## src/rtl/hamming_frame_ctrl_pkg.sv

```systemverilog
// Shared constants and state encoding for the Hamming window frame controller.
// Coefficients are unsigned Q0.15, samples signed Q1.15.
package hamming_frame_ctrl_pkg;

   localparam int FRAME_LEN = 100;
   localparam int DATA_W    = 16;
   localparam int COEF_W    = 16;
   localparam int ROM_AW    = 7;

   localparam int FRAC_W = COEF_W - 1;
   localparam int PROD_W = DATA_W + COEF_W + 1;
   localparam logic signed [PROD_W-1:0] ROUND_K = PROD_W'(2**(FRAC_W-1));

   typedef enum logic [1:0] {
      S_IDLE  = 2'd0,
      S_RUN   = 2'd1,
      S_DRAIN = 2'd2
   } state_e;

endpackage

```

## src/rtl/hamming_frame_ctrl_win_mul_round.sv

```systemverilog
// Combinational window multiply: signed sample x unsigned coefficient,
// round half up at the Q0.15 point, saturate back to the sample width.
module win_mul_round
   import hamming_frame_ctrl_pkg::*;
(
   input  logic signed [DATA_W-1:0] sample_i,
   input  logic        [COEF_W-1:0] coef_i,
   output logic signed [DATA_W-1:0] result_o
);

   localparam logic signed [PROD_W-1:0] SAT_MAX = PROD_W'(2**(DATA_W-1) - 1);
   localparam logic signed [PROD_W-1:0] SAT_MIN = ~SAT_MAX;

   logic signed [PROD_W-1:0] prod;
   logic signed [PROD_W-1:0] rounded;

   // Zero-extending the coefficient keeps it positive in the signed product.
   assign prod    = PROD_W'(sample_i) * PROD_W'($signed({1'b0, coef_i}));
   assign rounded = (prod + ROUND_K) >>> FRAC_W;

   always_comb begin
      result_o = rounded[DATA_W-1:0];
      if (rounded > SAT_MAX) begin
         result_o = SAT_MAX[DATA_W-1:0];
      end else if (rounded < SAT_MIN) begin
         result_o = SAT_MIN[DATA_W-1:0];
      end
   end

endmodule

```

## src/rtl/hamming_frame_ctrl.sv

```systemverilog
// Frame sequencer for the Hamming window ROM: accepts one frame of samples,
// windows each one and streams the result with a last marker.
module hamming_frame_ctrl
   import hamming_frame_ctrl_pkg::*;
(
   input  logic              clk,
   input  logic              rst_n,
   input  logic              start,
   input  logic              clear,
   input  logic [DATA_W-1:0] s_data,
   input  logic              s_valid,
   output logic              s_ready,
   output logic [ROM_AW-1:0] rom_ad,
   output logic              rom_ce,
   output logic              rom_oce,
   output logic              rom_reset,
   input  logic [COEF_W-1:0] rom_dout,
   output logic [DATA_W-1:0] m_data,
   output logic              m_valid,
   input  logic              m_ready,
   output logic              m_last,
   output logic              busy,
   output logic              done
);

   state_e                   state_q, state_d;
   logic [ROM_AW-1:0]        idx_q, idx_d;
   logic                     s1_valid_q, s1_last_q;
   logic signed [DATA_W-1:0] s1_data_q;
   logic [DATA_W-1:0]        m_data_q;
   logic                     m_valid_q, m_last_q;
   logic signed [DATA_W-1:0] win_res;
   logic                     adv, s_hs, last_hs;

   // One enable for every stage and the ROM keeps sample and coefficient aligned.
   assign adv     = !m_valid_q || m_ready;
   assign busy    = (state_q != S_IDLE);
   assign s_ready = (state_q == S_RUN) && adv && !clear;
   assign s_hs    = s_valid && s_ready;
   assign last_hs = s_hs && (idx_q == ROM_AW'(FRAME_LEN - 1));
   assign done    = (state_q == S_DRAIN) && m_valid_q && m_ready && m_last_q && !clear;

   assign rom_ad    = idx_q;
   assign rom_ce    = busy && adv;
   assign rom_oce   = 1'b1;
   assign rom_reset = 1'b0;

   assign m_data  = m_data_q;
   assign m_valid = m_valid_q;
   assign m_last  = m_last_q;

   always_comb begin
      // NOTE: defaults first so every path assigns both signals and no latch is inferred.
      state_d = state_q;
      idx_d   = idx_q;
      if (clear) begin
         state_d = S_IDLE;
         idx_d   = '0;
      end else begin
         unique case (state_q)
            S_IDLE: begin
               if (start) begin
                  state_d = S_RUN;
                  idx_d   = '0;
               end
            end
            S_RUN: begin
               if (s_hs) idx_d = idx_q + ROM_AW'(1);
               if (last_hs) state_d = S_DRAIN;
            end
            S_DRAIN: begin
               if (done) state_d = S_IDLE;
            end
            default: state_d = S_IDLE;
         endcase
      end
   end

   // NOTE: non-blocking assignments for all registered state, so evaluation order never matters.
   always_ff @(posedge clk or negedge rst_n) begin
      if (!rst_n) begin
         state_q <= S_IDLE;
         idx_q   <= '0;
      end else begin
         state_q <= state_d;
         idx_q   <= idx_d;
      end
   end

   win_mul_round u_win_mul_round (
      .sample_i (s1_data_q),
      .coef_i   (rom_dout),
      .result_o (win_res)
   );

   always_ff @(posedge clk or negedge rst_n) begin
      if (!rst_n) begin
         s1_valid_q <= 1'b0;
         s1_last_q  <= 1'b0;
         s1_data_q  <= '0;
         m_valid_q  <= 1'b0;
         m_last_q   <= 1'b0;
         m_data_q   <= '0;
      end else if (clear) begin
         s1_valid_q <= 1'b0;
         s1_last_q  <= 1'b0;
         m_valid_q  <= 1'b0;
         m_last_q   <= 1'b0;
      end else if (adv) begin
         s1_valid_q <= s_hs;
         s1_last_q  <= last_hs;
         if (s_hs) s1_data_q <= s_data;
         m_valid_q  <= s1_valid_q;
         m_last_q   <= s1_valid_q && s1_last_q;
         if (s1_valid_q) m_data_q <= win_res;
      end
   end

endmodule

```

## config.mk

```make
export PLATFORM = sky130hd
export DESIGN_NAME = hamming_frame_ctrl
export DESIGN_NICKNAME = d
export VERILOG_FILES = /design/src/rtl/hamming_frame_ctrl_pkg.sv /design/src/rtl/hamming_frame_ctrl_win_mul_round.sv /design/src/rtl/hamming_frame_ctrl.sv
export SDC_FILE = /design/constraint.sdc
export NUM_CORES = 1
export LEC_CHECK = 0
export ABC_AREA = 1
export BUFFER_PORTS_ARGS = -buffer_cell sky130_fd_sc_hd__buf_2
export CAP_MARGIN = 10
export CORE_MARGIN = 2
export CORE_UTILIZATION = 43
export DETAILED_ROUTE_END_ITERATION = 8
export GPL_TIMING_DRIVEN = 0
export MAX_ROUTING_LAYER = met4
export SLEW_MARGIN = 20
export SYNTH_ARGS = -nofsm -noshare
export SYNTH_HDL_FRONTEND = slang
export SYNTH_SLANG_ARGS = --single-unit
```

## constraint.sdc

```tcl
create_clock -name clk -period 9 [get_ports clk]
set_input_delay 0.45 -clock clk [delete_from_list [all_inputs] [get_ports clk]]
set_output_delay 0.45 -clock clk [all_outputs]
set_load 0.02 [all_outputs]
```

-- After elaboration in Yosys (flattened, before gate mapping)
Index checks and enable logic that the tools add are counted.
- bits in registers: 45
- input bits: 38
- output and inout bits: 31
- word-level logic and storage cells: 61
- add/subtract/negate cells: 2
- $mul: 1
- $lt $le $gt $ge: 2
- equal/unequal tests: 7
- multiplexer cells: 19
- bitwise operators: 1
- reductions and logical operators: 21
- operator list (cell ; number):
    $add 33x16->33 const B ; 1
    $mul 16x17->33 ; 1
    $mux 16 ; 2
    $mux 7 ; 3
    $gt 18x16->1 const B ; 1
    $lt 18x16->1 const B ; 1
    $pmux 7 s2 ; 1
    $ne 3x3->1 const B ; 4
    $reduce_and 3->1 ; 4
    $logic_and 1x1->1 ; 10
    $mux 1 ; 8
    $mux 2 ; 4
    $add 7x1->7 const B ; 1
    $eq 7x7->1 const B ; 1
    $pmux 2 s3 ; 1
    $reduce_bool 2->1 ; 2
    $reduce_bool 3->1 ; 1
    $eq 2x1->1 const B ; 1
    $eq 2x2->1 const B ; 1
    $logic_not 1->1 ; 2
    $logic_not 2->1 ; 1
    $logic_or 1x1->1 ; 1
    $not 1->1 ; 1

-- Longest topological paths before layout
Gate-level depths: netlist of run 1.
- depth after elaboration: 9
- gate-level depth with buffers: 30
- mapped depth without buffers: 27

-- Hierarchy
Synthesis of run 1 repeated with hierarchy kept, for this count alone.
- cell total of the unflattened synthesis: 1522
- area, all modules: 11453.5 µm²
- by module, submodules not included (module ; instances ; cells each ; area an instance (µm²)):
    win_mul_round ; 1 ; 1309 ; 9414.0
    hamming_frame_ctrl ; 1 ; 213 ; 2039.5

-- Worst setup path before layout of run 1
OpenSTA, ideal clock, no wires.
- kind: input port to flip-flop
- start point: in rom_dout[6]
- end point: reg m_data_q[10] (netlist: m_data[10])
- setup time: 0.120 ns
- arrival: 5.732 ns
- data required time: 8.880 ns
- path slack: 3.148 ns
- stages on the path: 27
- path through: clkbuf_1 clkbuf_1 nand2_1 fa_1 inv_1 fa_1 inv_1 fa_1 inv_1 fa_1 fa_1 inv_1 fa_1 inv_1 ha_1 nand2_1 nor2_1 inv_1 nor3_1 nand2_1 nand2_2 nand2_2 nand3_1 nand4_1 nand2_4 buf_6 a21oi_2
- cells in the longest elaborated chain, start to end: 5
- elaborated cells between the ends (all ways): 6
- classes of those cells: 1 x add/sub; 1 x mul; 2 x order compare; 2 x mux
- RTL lines (what ; line ; source):
    from (decl) ; hamming_frame_ctrl.sv:17 ; input logic [COEF_W-1:0] rom_dout,
    $mul 16x17->33 (*) ; hamming_frame_ctrl_win_mul_round.sv:18 ; assign prod = PROD_W'(sample_i) * PROD_W'($signed({1'b0, coef_i}));
    $add 33x16->33 (*) ; hamming_frame_ctrl_win_mul_round.sv:19 ; assign rounded = (prod + ROUND_K) >>> FRAC_W;
    $lt 18x16->1 ; hamming_frame_ctrl_win_mul_round.sv:25 ; end else if (rounded < SAT_MIN) begin
    $mux 16 ; hamming_frame_ctrl_win_mul_round.sv:25 ;
    $mux 16 (*) ; hamming_frame_ctrl_win_mul_round.sv:23 ; if (rounded > SAT_MAX) begin
    to (signal assigned) ; hamming_frame_ctrl.sv:115 ; if (s1_valid_q) m_data_q <= win_res;
    to (decl) ; hamming_frame_ctrl.sv:30 ; logic [DATA_W-1:0] m_data_q;
Every way passes the cells marked *; elsewhere a longest branch is shown, timed or not.
A chain may end at the register's enable or synchronous reset.

-- Final worst setup path of run 1
- start point: reg s1_data_q[8]
- end point: reg m_data_q[11] (netlist: m_data[11])
- cells in the longest elaborated chain, start to end: 5
- elaborated cells between the ends (all ways): 6
- classes of those cells: 1 x add/sub; 1 x mul; 2 x order compare; 2 x mux
- RTL lines (what ; line ; source):
    from (decl) ; hamming_frame_ctrl.sv:29 ; logic signed [DATA_W-1:0] s1_data_q;
    from (signal assigned) ; hamming_frame_ctrl.sv:112 ; if (s_hs) s1_data_q <= s_data;
    $mul 16x17->33 (*) ; hamming_frame_ctrl_win_mul_round.sv:18 ;
    $add 33x16->33 (*) ; hamming_frame_ctrl_win_mul_round.sv:19 ;
    $lt 18x16->1 ; hamming_frame_ctrl_win_mul_round.sv:25 ;
    $mux 16 ; hamming_frame_ctrl_win_mul_round.sv:25 ;
    $mux 16 (*) ; hamming_frame_ctrl_win_mul_round.sv:23 ;
Marks and branches as above.

==> impl_table.tex, run 1 <==
\begin{tabular}{lr}
\hline
Metric & Value \\
\hline
\multicolumn{2}{l}{\textbf{Hold path}} \\
\quad Worst hold path type & in2async \\
\multicolumn{2}{l}{\textbf{Drt}} \\
\quad Post-detailed-route DRC marker count & 0 \\
\quad Number of nets with antenna violations after detailed routing & 0 \\
\quad Number of iterations in the first detailed-routing pass & 5 \\
\quad Detailed-route wire length & 31,200 microns \\
\quad 1st-iter DRT viols & around 490 \\
\quad Detail-routed net length per standard cell & $\sim$16 microns \\
\quad Ratio of routed vias to standard cells & 4.83 \\
\quad Detailed-route via count & around 9,200 \\
\multicolumn{2}{l}{\textbf{Critical path}} \\
\quad Critical path launch point type & flop \\
\quad Endpoint required time on the critical path & a little over 9000 ps \\
\quad Count of cells along the worst register-to-register path & 29 \\
\quad Slowest cell on the critical path & clkbuf\_1 \\
\quad Maximum single-stage delay on the critical path & 650 ps \\
\quad Critical Path Sink Type & flop \\
\quad Critical path peak fanout & 10 \\
\quad Category of the critical setup timing path & reg2reg \\
\quad Arrival time reported for the critical path endpoint & between 7000 and 8000 ps \\
\multicolumn{2}{l}{\textbf{Floorplanning}} \\
\quad Number of placement rows & 59 \\
\quad Starting Density & a little over two fifths \\
\quad Die span in y & 165 microns \\
\quad Overall die area & $\sim$27,000 sq um \\
\quad Count of pins on the block boundary & 69 \\
\quad Core outline area & between 20,000 and 30,000 sq um \\
\quad Width of the die & around 170 microns \\
\multicolumn{2}{l}{\textbf{Final layout}} \\
\quad Final cell count without fillers & 1,897 \\
\quad Most common cell after layout, fill and taps aside & nand2\_1 \\
\quad Top library cells by usage in the layout, fill and taps aside & nand2\_1 (425), inv\_1 (405), fa\_1 (194) \\
\quad Fraction of final layout cells sized beyond drive strength 1 & 6.66\% \\
\quad Synthesis-to-finish area growth & 7.60\% \\
\quad Total area of multi-input combinational cells & slightly above 8000 sq um \\
\quad FF+latch area & approximately 1100 sq um \\
\quad Number of antenna repair diodes & 0 \\
\quad \# nets final & 1,911 \\
\quad Total of fill cells in the finished design & around 2,600 \\
\multicolumn{2}{l}{\textbf{Synth}} \\
\quad Area share of fa/ha/maj cells after synthesis & between 40\% and 50\% \\
\quad Complex-gate fraction of the synthesized area & under 10\% \\
\quad Number of warnings printed during yosys synthesis & 0 \\
\quad Number of nets produced by synthesis & between 1,500 and 2,000 \\
\quad Post-synthesis cell count & roughly 1,500 \\
\quad Synth Area in Simple Gates & roughly a fifth \\
\quad Dominant combinational cell family by area after synthesis & adder cells \\
\quad Post-Synth XOR/XNOR Area & 1.17\% \\
\quad Synthesized cell area & between 10,000 and 15,000 sq um \\
\quad Number of synthesized register bits & 45 \\
\quad Post-synthesis average cell area & 7.48 sq um \\
\quad Sequential share of the synthesized area & between 10\% and 20\% \\
\quad Multiplexer fraction of the synthesized cell area & less than 1\% \\
\quad Count of different cell masters after synthesis & 34 \\
\multicolumn{2}{l}{\textbf{STA}} \\
\quad Final worst-path cycle share & between 70\% and 80\% \\
\quad Worst slew margin relative to its limit & 42.5\% \\
\quad Hold violation total from the final report & 0 \\
\quad Unrepaired setup endpoints after global routing & no \\
\quad Min Hold Slack & 161 ps \\
\quad Minimum clock period after layout & approximately 7000 ps \\
\quad Setup\_tns & 0 ps \\
\quad Pins over their slew limit & 0 \\
\quad Final setup violating endpoints & 0 \\
\quad Worst Tran Pin Value & roughly 860 ps \\
\quad Achievable clock frequency & between 100 and 150 MHz \\
\quad Final clock skew & 8.86 ps \\
\multicolumn{2}{l}{\textbf{Placement}} \\
\quad Number of placed instances with taps included & about 1,900 \\
\quad Detailed placement HPWL & 26,200 microns \\
\quad Gpl congestion & 0.947 \\
\quad PortBufs & 58 \\
\multicolumn{2}{l}{\textbf{Clock network}} \\
\quad Clock tree from TritonCTS & done \\
\quad Cell at the root of the clock tree & clkbuf\_16 \\
\quad Sinks on Clock Net & between 40 and 50 \\
\quad Clock-pin slew reported for the worst setup and hold paths after clock tree synthesis & approximately 70 ps \\
\quad Clk Latency, worst-skew pair & approximately 300 ps \\
\quad Post-CTS sizing & 0 \\
\quad Level count of the clock H-tree & 2 \\
\quad Number of hold buffers added after cts & 0 \\
\quad Bufs on Longest Clock Path & 2 \\
\quad CTS buffer count & 5 \\
\quad \# Post-CTS Setup Buffers & 0 \\
\multicolumn{2}{l}{\textbf{Global routing}} \\
\quad Via count of the first global-routing pass & between 9,000 and 10,000 \\
\quad GRT Resource Usage Total & about a quarter \\
\quad Global-route wire length before repair & between 50,000 and 60,000 microns \\
\quad Largest net degree at the start of global routing & 46 \\
\quad Congestion Overflow GR & 0 \\
\quad Number of antenna violations at the first check in global routing & 0 \\
\multicolumn{2}{l}{\textbf{Run}} \\
\quad Max-cap violations & 0 \\
\multicolumn{2}{l}{\textbf{Outcome}} \\
\quad Outcome & finished clean \\
\hline
\end{tabular}
==> path summary, 6_finish.rpt <==
check / startpoint / endpoint / slack (ps)
max: s1_data_q[8] / m_data[11] / 1850
min: rst_n / rom_ad[4] / 160
max reg2reg: s1_data_q[8] / m_data[11] / 1850
min reg2reg: m_data[15] / m_data[15] / 480
max in group asynchronous: rst_n / s1_data_q[3] / 8390
min in group clk: s_data[12] / s1_data_q[12] / 350
==> worst max-delay path, delay by kind of cell, from the launching register on <==
| family | cells | cell delay, ps |
|---|---|---|
| AOI/OAI and AO/OA | 1 | 50 |
| buffers and inverters | 9 | 1780 |
| adders and majority gates | 7 | 3530 |
| and+or+nand+nor | 12 | 1330 |
| DFF | 1 | 330 |
==> registers in the layout, indices dropped and copies added, names as in the netlist <==
signal      count
s1_last_q       1
state_q         2
rom_ad          7
s1_data_q      16
m_last          1
s1_valid_q      1
m_data         16
m_valid         1
==> stage by stage <==
| step | utilization, % | instance area (sq um) | worst slack, ps |
|---|---|---|---|
| final | 46.6 | 12000 | 1850 |
| after global routing | 46.6 | 12000 | 1500 |
| after CTS | 46.6 | 12000 | 1850 |
| after detailed placement | 46.1 | 11900 | 1880 |
| after global placement | 46.1 | 11900 | 1960 |
| after floorplan | - | 11200 | 3150 |
==> kinds of logic (layout without fill, tap and decap cells) <==
group | Yosys count | count (layout)
AOI/OAI and AO/OA | 84 | 84
xor gates and xnor gates | 15 | 15
adders and majority gates | 312 | 312
buffers and inverters | 469 | 535
DFF | 45 | 45
muxes | 1 | 1
other | 2 | 2
and+or+nand+nor | 568 | 568
==> per-layer routing <==
| layer | global-route usage, % | routed length [microns] |
|---|---|---|
| met3 | 3.12 | 1700 |
| met4 | 8.66 | 1190 |
| met2 | 41.4 | 14800 |
| met5 | - | 0 |
| met1 | 32.3 | 13500 |
==> cell usage after synthesis <==
library cell	count	share of area [%]
a21oi_1	43	1.9
a21oi_2	10	0.78
a22o_1	1	0.078
and2_1	1	0.056
buf_1	1	0.034
buf_4	3	0.20
buf_6	2	0.20
clkbuf_1	56	1.9
clkbuf_2	1	0.045
conb_1	2	0.067
dfrtp_1	45	10
fa_1	194	35
ha_1	118	13
inv_1	405	14
inv_2	1	0.034
mux2_2	1	0.10
nand2_1	425	14
nand2_2	9	0.50
nand2_4	1	0.10
nand3_1	28	1.3
nand4_1	5	0.28
nor2_1	73	2.4
nor2_2	1	0.056
nor3_1	11	0.49
nor3_2	3	0.27
nor3b_1	1	0.067
nor4_1	3	0.17
o211a_1	1	0.089
o21a_1	2	0.13
o21ai_0	19	0.85
o21bai_1	8	0.54
or2_2	7	0.39
xnor2_1	6	0.47
xor2_1	9	0.70
==> cell type report <==
class | count | share of cell area (%)
inverter | 406 | 12.7
tap | 335 | 3.48
clock buffer | 6 | 1.07
multi-input combinational | 982 | 68.7
buffer | 63 | 2.19
clock inverter | 2 | 0.0831
sequential | 45 | 9.35
timing repair buffer | 58 | 2.43
Power of run 1 is not shown: default switching activity piles up to over one toggle a cycle in this logic, so the estimate is an artifact.
==> run 2: changes to the inputs <==
--- a/config.mk
+++ b/config.mk
@@ -5,7 +5,7 @@
 export SDC_FILE = /design/constraint.sdc
 export NUM_CORES = 1
 export LEC_CHECK = 0
-export ABC_AREA = 1
+export ABC_AREA = 0
 export BUFFER_PORTS_ARGS = -buffer_cell sky130_fd_sc_hd__buf_2
 export CAP_MARGIN = 10
 export CORE_MARGIN = 2
==> constraint.sdc (replaced) <==
create_clock -name clk -period 5.9 [get_ports clk]
set_input_delay 0.295 -clock clk [delete_from_list [all_inputs] [get_ports clk]]
set_output_delay 0.295 -clock clk [all_outputs]
set_load 0.02 [all_outputs]
==> impl_table.tex, run 2 <==
\begin{tabular}{lr}
\hline
Metric & Value \\
\hline
\multicolumn{2}{l}{\textbf{Synth}} \\
\quad Sequential share of the synthesized area & 10.7\% (+0.66 points) \\
\quad Asr flop ratio synth & 100\% (unchanged) \\
\quad Post-synthesis cell count & 1,173 (-22\%) \\
\quad Top area cells in the synthesized netlist & fa\_1 (37\%), ha\_1 (14\%), dfrtp\_1 (11\%) \\
\quad Top post-synthesis cells by count & inv\_1 (243), nand2\_1 (196), fa\_1 (194) \\
\quad Area leader, netlist & fa\_1 \\
\quad Number of enable flip-flop cells after synthesis & 0 (unchanged) \\
\quad Proportion of netlist area held by the largest area contributor & 37.0\% (+2.3 points) \\
\quad Number of warnings printed during yosys synthesis & 0 (unchanged) \\
\quad Most numerous cell in the Yosys netlist & inv\_1 \\
\quad Synthesized cell area & 10,500 sq um (-6.2\%) \\
\quad Count of different cell masters after synthesis & 60 (+76\%) \\
\quad Post-synthesis average cell area & 8.95 sq um (+20\%) \\
\quad Number of synthesized register bits & 45 (unchanged) \\
\quad Leading register cell type out of synthesis & dfrtp\_1 \\
\quad Number of nets produced by synthesis & 1,523 (-17\%) \\
\multicolumn{2}{l}{\textbf{Final layout}} \\
\quad Synthesis-to-finish area growth & 15.0\% \\
\quad Top library cells by usage in the layout, fill and taps aside & inv\_1 (236), nand2\_1 (194), fa\_1 (182) \\
\quad Fin area & 12,100 sq um (+0.24\%) \\
\quad Most common cell after layout, fill and taps aside & inv\_1 \\
\quad Fraction of final layout cells sized beyond drive strength 1 & 16.8\% (+10 points) \\
\quad \# nets final & 1,626 (-15\%) \\
\multicolumn{2}{l}{\textbf{Global routing}} \\
\quad Number of antenna violations at the first check in global routing & 0 (unchanged) \\
\quad Global-route wire length before repair & 46,600 microns (-8.0\%) \\
\quad Via count of the first global-routing pass & 8,674 (-9.6\%) \\
\quad Largest net degree at the start of global routing & 46 (unchanged) \\
\quad Congestion Overflow GR & 0 (unchanged) \\
\quad GRT Resource Usage Total & 24.4\% (-0.70 points) \\
\multicolumn{2}{l}{\textbf{STA}} \\
\quad Unrepaired setup endpoints after global routing & yes \\
\quad Final setup violating endpoints & 16 (+16) \\
\quad Pins over their slew limit & 0 (unchanged) \\
\quad Minimum clock period after layout & 6390 ps (-754 ps) \\
\quad Worst slew margin relative to its limit & 43.3\% (+0.79 points) \\
\quad Final worst-path cycle share & 108\% (+29 points) \\
\quad Min Hold Slack & -4.86 ps (-166 ps) \\
\quad Final clock skew & 7.11 ps (-1.74 ps) \\
\quad Achievable clock frequency & 156 MHz (+12\%) \\
\quad Setup\_tns & -7520 ps (-7520 ps) \\
\quad Hold violation total from the final report & 2 (+2) \\
\quad Worst setup slack after layout & -494 ps (-2350 ps) \\
\quad Worst Tran Pin Value & 850 ps (-11.8 ps) \\
\multicolumn{2}{l}{\textbf{Clock network}} \\
\quad Bufs on Longest Clock Path & 2 (unchanged) \\
\quad Clock-pin slew reported for the worst setup and hold paths after clock tree synthesis & 70 ps (about the same) \\
\quad Clock tree from TritonCTS & done \\
\quad CTS buffer count & 5 (unchanged) \\
\quad Cell at the root of the clock tree & clkbuf\_16 \\
\quad Number of hold buffers added after cts & 0 (unchanged) \\
\quad Level count of the clock H-tree & 2 (unchanged) \\
\quad Sinks on Clock Net & 45 (unchanged) \\
\quad Clk Latency, worst-skew pair & 310 ps (about the same) \\
\multicolumn{2}{l}{\textbf{Outcome}} \\
\quad Outcome & finished with violations \\
\quad Violations in the final reports & negative hold slack, negative setup slack \\
\multicolumn{2}{l}{\textbf{Run}} \\
\quad Max-cap violations & 0 (unchanged) \\
\multicolumn{2}{l}{\textbf{Drt}} \\
\quad Detailed-route via count & 8,287 (-9.5\%) \\
\quad Number of iterations in the first detailed-routing pass & 5 (unchanged) \\
\quad Ratio of routed vias to standard cells & 5.17 (+7.2\%) \\
\quad Detailed-route wire length & 29,400 microns (-6.0\%) \\
\quad Detail-routed net length per standard cell & 18.3 microns (+11\%) \\
\quad Post-detailed-route DRC marker count & 0 (unchanged) \\
\quad 1st-iter DRT viols & 390 (-20\%) \\
\quad Number of nets with antenna violations after detailed routing & 0 (unchanged) \\
\multicolumn{2}{l}{\textbf{Critical path}} \\
\quad Critical path peak fanout & 5 (-5) \\
\quad Arrival time reported for the critical path endpoint & 6580 ps (-750 ps) \\
\quad Category of the critical setup timing path & reg2reg \\
\quad Endpoint required time on the critical path & 6090 ps (-3090 ps) \\
\quad Critical Path Sink Type & flop \\
\quad Critical path launch point type & flop \\
\multicolumn{2}{l}{\textbf{Floorplanning}} \\
\quad Die span in y & 160 microns (-3.1\%) \\
\quad Starting Density & 43.4\% (+0.12 points) \\
\quad Number of placement rows & 57 (-3.4\%) \\
\quad Width of the die & 160 microns (-3.1\%) \\
\quad Overall die area & 25,700 sq um (-6.0\%) \\
\quad Core outline area & 24,200 sq um (-6.4\%) \\
\quad Count of pins on the block boundary & 69 (unchanged) \\
\multicolumn{2}{l}{\textbf{Placement}} \\
\quad Gpl congestion & 0.922 (-2.6\%) \\
\quad Dpl cell area & 11,400 sq um (-4.5\%) \\
\quad Detailed placement HPWL & 23,200 microns (-12\%) \\
\quad PortBufs & 65 (+12\%) \\
\multicolumn{2}{l}{\textbf{Hold path}} \\
\quad Worst hold path type & in2async \\
\hline
\end{tabular}
run 2: stage by stage:
stage / std cells / worst slack (ps) / util [%]
2_1_floorplan: 1173 / -89.5 / -
3_3_place_gp: 1562 / -1220 / 47.0
3_5_place_dp: 1562 / -1240 / 47.0
4_1_cts: 1599 / -448 / 49.8
5_1_grt: 1601 / -665 / 49.9
6_report: 1602 / -494 / 49.9
run 2: layout make-up:
| class | instances | area (sq um) |
|---|---|---|
| fill | 2382 | 12100 |
| clock buffer | 5 | 125 |
| sequential | 45 | 1140 |
| clock inverter | 3 | 21.3 |
| antenna | 1 | 2.50 |
| buffer | 44 | 408 |
| inverter | 243 | 916 |
| multi-input combinational | 839 | 8460 |
| timing repair buffer | 98 | 593 |
| tap | 324 | 405 |
run 2: cell families (layout without fill, tap and decap cells):
group                      after synthesis  count (layout)  synth area share [%]
adders and majority gates              312             312                  51.0
other                                    2               3                0.0715
buffers and inverters                  289             393                  10.7
DFF                                     45              45                  10.7
xor gates and xnor gates                18              18                  1.50
and+or+nand+nor                        388             388                  17.9
AOI/OAI and AO/OA                      118             118                  7.90
muxes                                    1               1                 0.107
run 2: final timing paths:
path,startpoint,end,slack [ps],depth (start not counted)
setup / recovery,s1_data_q[4],m_data[7],-490,22
hold / removal,rst_n,s1_data_q[8],-5,1
setup reg to reg,s1_data_q[4],m_data[7],-490,22
hold reg to reg,s1_last_q,s1_last_q,490,2
max in group asynchronous,rst_n,s1_data_q[3],5430,1
min in group clk,s_data[6],s1_data_q[6],180,3
run 2: per-layer routing:
metal	GRT usage (%)	vias to the layer above	part of all wire [%]
met5	-	-	0
met4	6.22	0	2.7
met3	4.36	36	6.9
met2	40.0	255	48
met1	31.6	4191	42
li1	-	3805	-
run 2: worst max-delay path, cell delays in order, from the launching register on:
cell and delay, ps:
dfrtp_2 460, clkbuf_16 190, and2_4 140, fa_1 530, inv_1 60, fa_2 540, fa_2 450, fa_1 510
inv_1 50, fa_1 510, inv_2 50, fa_1 550, inv_2 50, ha_4 230, a21oi_4 170, nor2_1 70
a2111o_1 360, a2111o_1 430, a21o_1 190, nand4_1 130, a31oi_4 140, buf_6 160, a221o_1 290
run 2: timing repair:
action / CTS / global route
endpoints found under the hold margin: 0 / 0
buffers inserted: 29 / 2
gates cloned: 2 / 0
endpoints found under the setup margin: 16 / 16
resized for setup: 89 / 5
pin swaps: 27 / 14
Power of run 2 is left out for the same reason.
==> run 3: changes to the inputs <==
--- a/config.mk
+++ b/config.mk
@@ -13,6 +13,7 @@
 export DETAILED_ROUTE_END_ITERATION = 8
 export GPL_TIMING_DRIVEN = 0
 export MAX_ROUTING_LAYER = met4
+export SETUP_SLACK_MARGIN = 0.3
 export SLEW_MARGIN = 20
 export SYNTH_ARGS = -nofsm -noshare
 export SYNTH_HDL_FRONTEND = slang
==> impl_table.tex, run 3 (synthesis results as in run 2) <==
\begin{tabular}{lr}
\hline
Metric & Value \\
\hline
\multicolumn{2}{l}{\textbf{Hold path}} \\
\quad Worst hold path type & in2async \\
\multicolumn{2}{l}{\textbf{Clock network}} \\
\quad Sinks on Clock Net & 45 (unchanged) \\
\quad Clock tree from TritonCTS & done \\
\quad Clk Latency, worst-skew pair & 300 ps (about the same) \\
\quad Clock-pin slew reported for the worst setup and hold paths after clock tree synthesis & 70 ps (about the same) \\
\quad CTS buffer count & 5 (unchanged) \\
\quad Number of hold buffers added after cts & 0 (unchanged) \\
\quad Level count of the clock H-tree & 2 (unchanged) \\
\quad Bufs on Longest Clock Path & 2 (unchanged) \\
\quad Cell at the root of the clock tree & clkbuf\_16 \\
\multicolumn{2}{l}{\textbf{Drt}} \\
\quad Number of iterations in the first detailed-routing pass & 5 (unchanged) \\
\quad Met1 Routed Length & 12,300 microns (-0.54\%) \\
\quad Detailed-route via count & 8,338 (+0.62\%) \\
\quad Met3 wire length & 2250 microns (+11\%) \\
\quad Detailed-route wire length & 29,500 microns (+0.40\%) \\
\quad 1st-iter DRT viols & 621 (+59\%) \\
\quad Max Used Layer & met4 \\
\quad Post-detailed-route DRC marker count & 0 (unchanged) \\
\quad DR WL met2 & 14,000 microns (-1.4\%) \\
\quad Detail-routed net length per standard cell & 18.4 microns (+0.53\%) \\
\quad Number of nets with antenna violations after detailed routing & 0 (unchanged) \\
\quad Ratio of routed vias to standard cells & 5.21 (+0.74\%) \\
\multicolumn{2}{l}{\textbf{Placement}} \\
\quad Detailed placement HPWL & 23,400 microns (+0.92\%) \\
\quad PortBufs & 65 (unchanged) \\
\quad Placement-stage worst setup slack & -1070 ps (+167 ps) \\
\quad Number of placed instances with taps included & 1,562 (unchanged) \\
\quad Gpl congestion & 0.942 (+2.2\%) \\
\multicolumn{2}{l}{\textbf{Global routing}} \\
\quad Global-route wire length before repair & 47,100 microns (+1.1\%) \\
\quad GRT Resource Usage Total & 24.6\% (+0.17 points) \\
\quad Via count of the first global-routing pass & 8,663 (-0.13\%) \\
\quad Largest net degree at the start of global routing & 46 (unchanged) \\
\quad Number of antenna violations at the first check in global routing & 3 (+3) \\
\quad Congestion Overflow GR & 0 (unchanged) \\
\multicolumn{2}{l}{\textbf{STA}} \\
\quad Worst slew margin relative to its limit & 58.5\% (+15 points) \\
\quad Worst Tran Pin Value & 623 ps (-227 ps) \\
\quad Hold violation total from the final report & 9 (+7) \\
\quad Final clock skew & 8.24 ps (+1.12 ps) \\
\quad Min Hold Slack & -12.6 ps (-7.72 ps) \\
\quad Achievable clock frequency & 158 MHz (+0.85\%) \\
\quad Unrepaired setup endpoints after global routing & yes \\
\quad Final worst-path cycle share & 107\% (-0.91 points) \\
\quad Pins over their slew limit & 0 (unchanged) \\
\quad Final setup violating endpoints & 16 (unchanged) \\
\quad Minimum clock period after layout & 6340 ps (-53.9 ps) \\
\quad Worst setup slack after layout & -440 ps (+53.9 ps) \\
\multicolumn{2}{l}{\textbf{Floorplanning}} \\
\quad Width of the die & 160 microns (unchanged) \\
\quad Count of pins on the block boundary & 69 (unchanged) \\
\quad Core outline area & 24,200 sq um (unchanged) \\
\quad Starting Density & 43.4\% (unchanged) \\
\quad Overall die area & 25,700 sq um (unchanged) \\
\quad Number of placement rows & 57 (unchanged) \\
\quad Die span in y & 160 microns (unchanged) \\
\multicolumn{2}{l}{\textbf{Final layout}} \\
\quad Top library cells by usage in the layout, fill and taps aside & inv\_1 (235), nand2\_1 (193), fa\_1 (180) \\
\quad Final cell count without fillers & 1,600 (-0.12\%) \\
\quad \# nets final & 1,623 (-0.18\%) \\
\quad Most common cell after layout, fill and taps aside & inv\_1 \\
\quad Synthesis-to-finish area growth & 15.9\% \\
\quad Fraction of final layout cells sized beyond drive strength 1 & 17.5\% (+0.67 points) \\
\multicolumn{2}{l}{\textbf{Critical path}} \\
\quad Critical path peak fanout & 6 (+1) \\
\quad Setup slack, reg-to-reg & -440 ps (+50 ps) \\
\quad Category of the critical setup timing path & reg2reg \\
\quad Arrival time reported for the critical path endpoint & 6530 ps (-50 ps) \\
\quad Critical Path Sink Type & flop \\
\quad Launching point of the worst reg2reg path & s1\_data\_q[4] \\
\quad Endpoint required time on the critical path & 6090 ps (about the same) \\
\quad Critical path launch point type & flop \\
\quad Source of the critical timing path & s1\_data\_q[4] \\
\multicolumn{2}{l}{\textbf{Run}} \\
\quad Max-cap violations & 0 (unchanged) \\
\multicolumn{2}{l}{\textbf{Outcome}} \\
\quad Violations in the final reports & negative hold slack, negative setup slack \\
\quad Outcome & finished with violations \\
\hline
\end{tabular}
-- run 3: changes by cell type in the layout (fill, tap and decap cells not counted), sizes merged --
cell      before  now
inv          243  244
buf          104   99
clkinvlp       2    0
clkbuf        42   45
diode          1    2
-- run 3: cell type report --
class                           count  area, sq um
Multi-Input combinational cell    839         8560
Clock inverter                      2         17.5
Clock buffer                        6          139
Sequential cell                    45         1140
Antenna cell                        2         5.00
Tap cell                          324          405
Buffer                             46          415
Fill cell                        2320        12000
Inverter                          243          912
Timing Repair Buffer               93          574
-- run 3: per-stage QoR --
step / hold slack (ps) / cell area [sq um] / utilization, % / setup TNS [ps]
after detailed placement: 467 / 11600 / 47.8 / -16210
after CTS: 171 / 12100 / 49.8 / -5600
after global placement: 460 / 11600 / 47.8 / -15680
after floorplan: -0.591 / 10800 / - / -854
after global routing: 40.3 / 12200 / 50.3 / -9580
final: -12.6 / 12200 / 50.3 / -6360
-- run 3: critical path, stage by stage (launching register included) --
cell       delay (ps)
dfrtp_2           490
clkbuf_16         190
and2_4            140
fa_1              520
inv_1              50
fa_2              550
fa_2              430
fa_1              490
inv_1              60
fa_1              490
inv_1              60
fa_1              550
inv_2              50
ha_4              230
a21oi_4           150
nor2_1             70
a2111o_1          350
a2111o_1          400
a21o_1            180
nand4_1           130
a31oi_4           150
buf_6             170
a221o_1           320
-- run 3: worst paths after layout --
| check | endpoint | depth (start not counted) |
|---|---|---|
| worst max-delay path | m_data[5] | 22 |
| worst min-delay path | s1_data_q[9] | 1 |
| worst max register to register | m_data[5] | 22 |
| worst min register to register | s1_last_q | 2 |
| max in group asynchronous | s1_data_q[1] | 1 |
| min in group clk | s1_data_q[12] | 3 |
-- run 3: metal layers --
| layer | vias to the layer above | track usage [%] |
|---|---|---|
| met5 | - | - |
| li1 | 3795 | - |
| met1 | 4201 | 32.0 |
| met4 | 0 | 7.70 |
| met3 | 56 | 4.81 |
| met2 | 286 | 39.1 |
-- run 3: timing repair --
action,in CTS,in global routing
endpoints found under the setup margin,16,16
setup buffers,20,7
pin swaps,28,26
cloned,1,0
gates resized for setup,52,14
Power of run 3 is left out for the same reason.
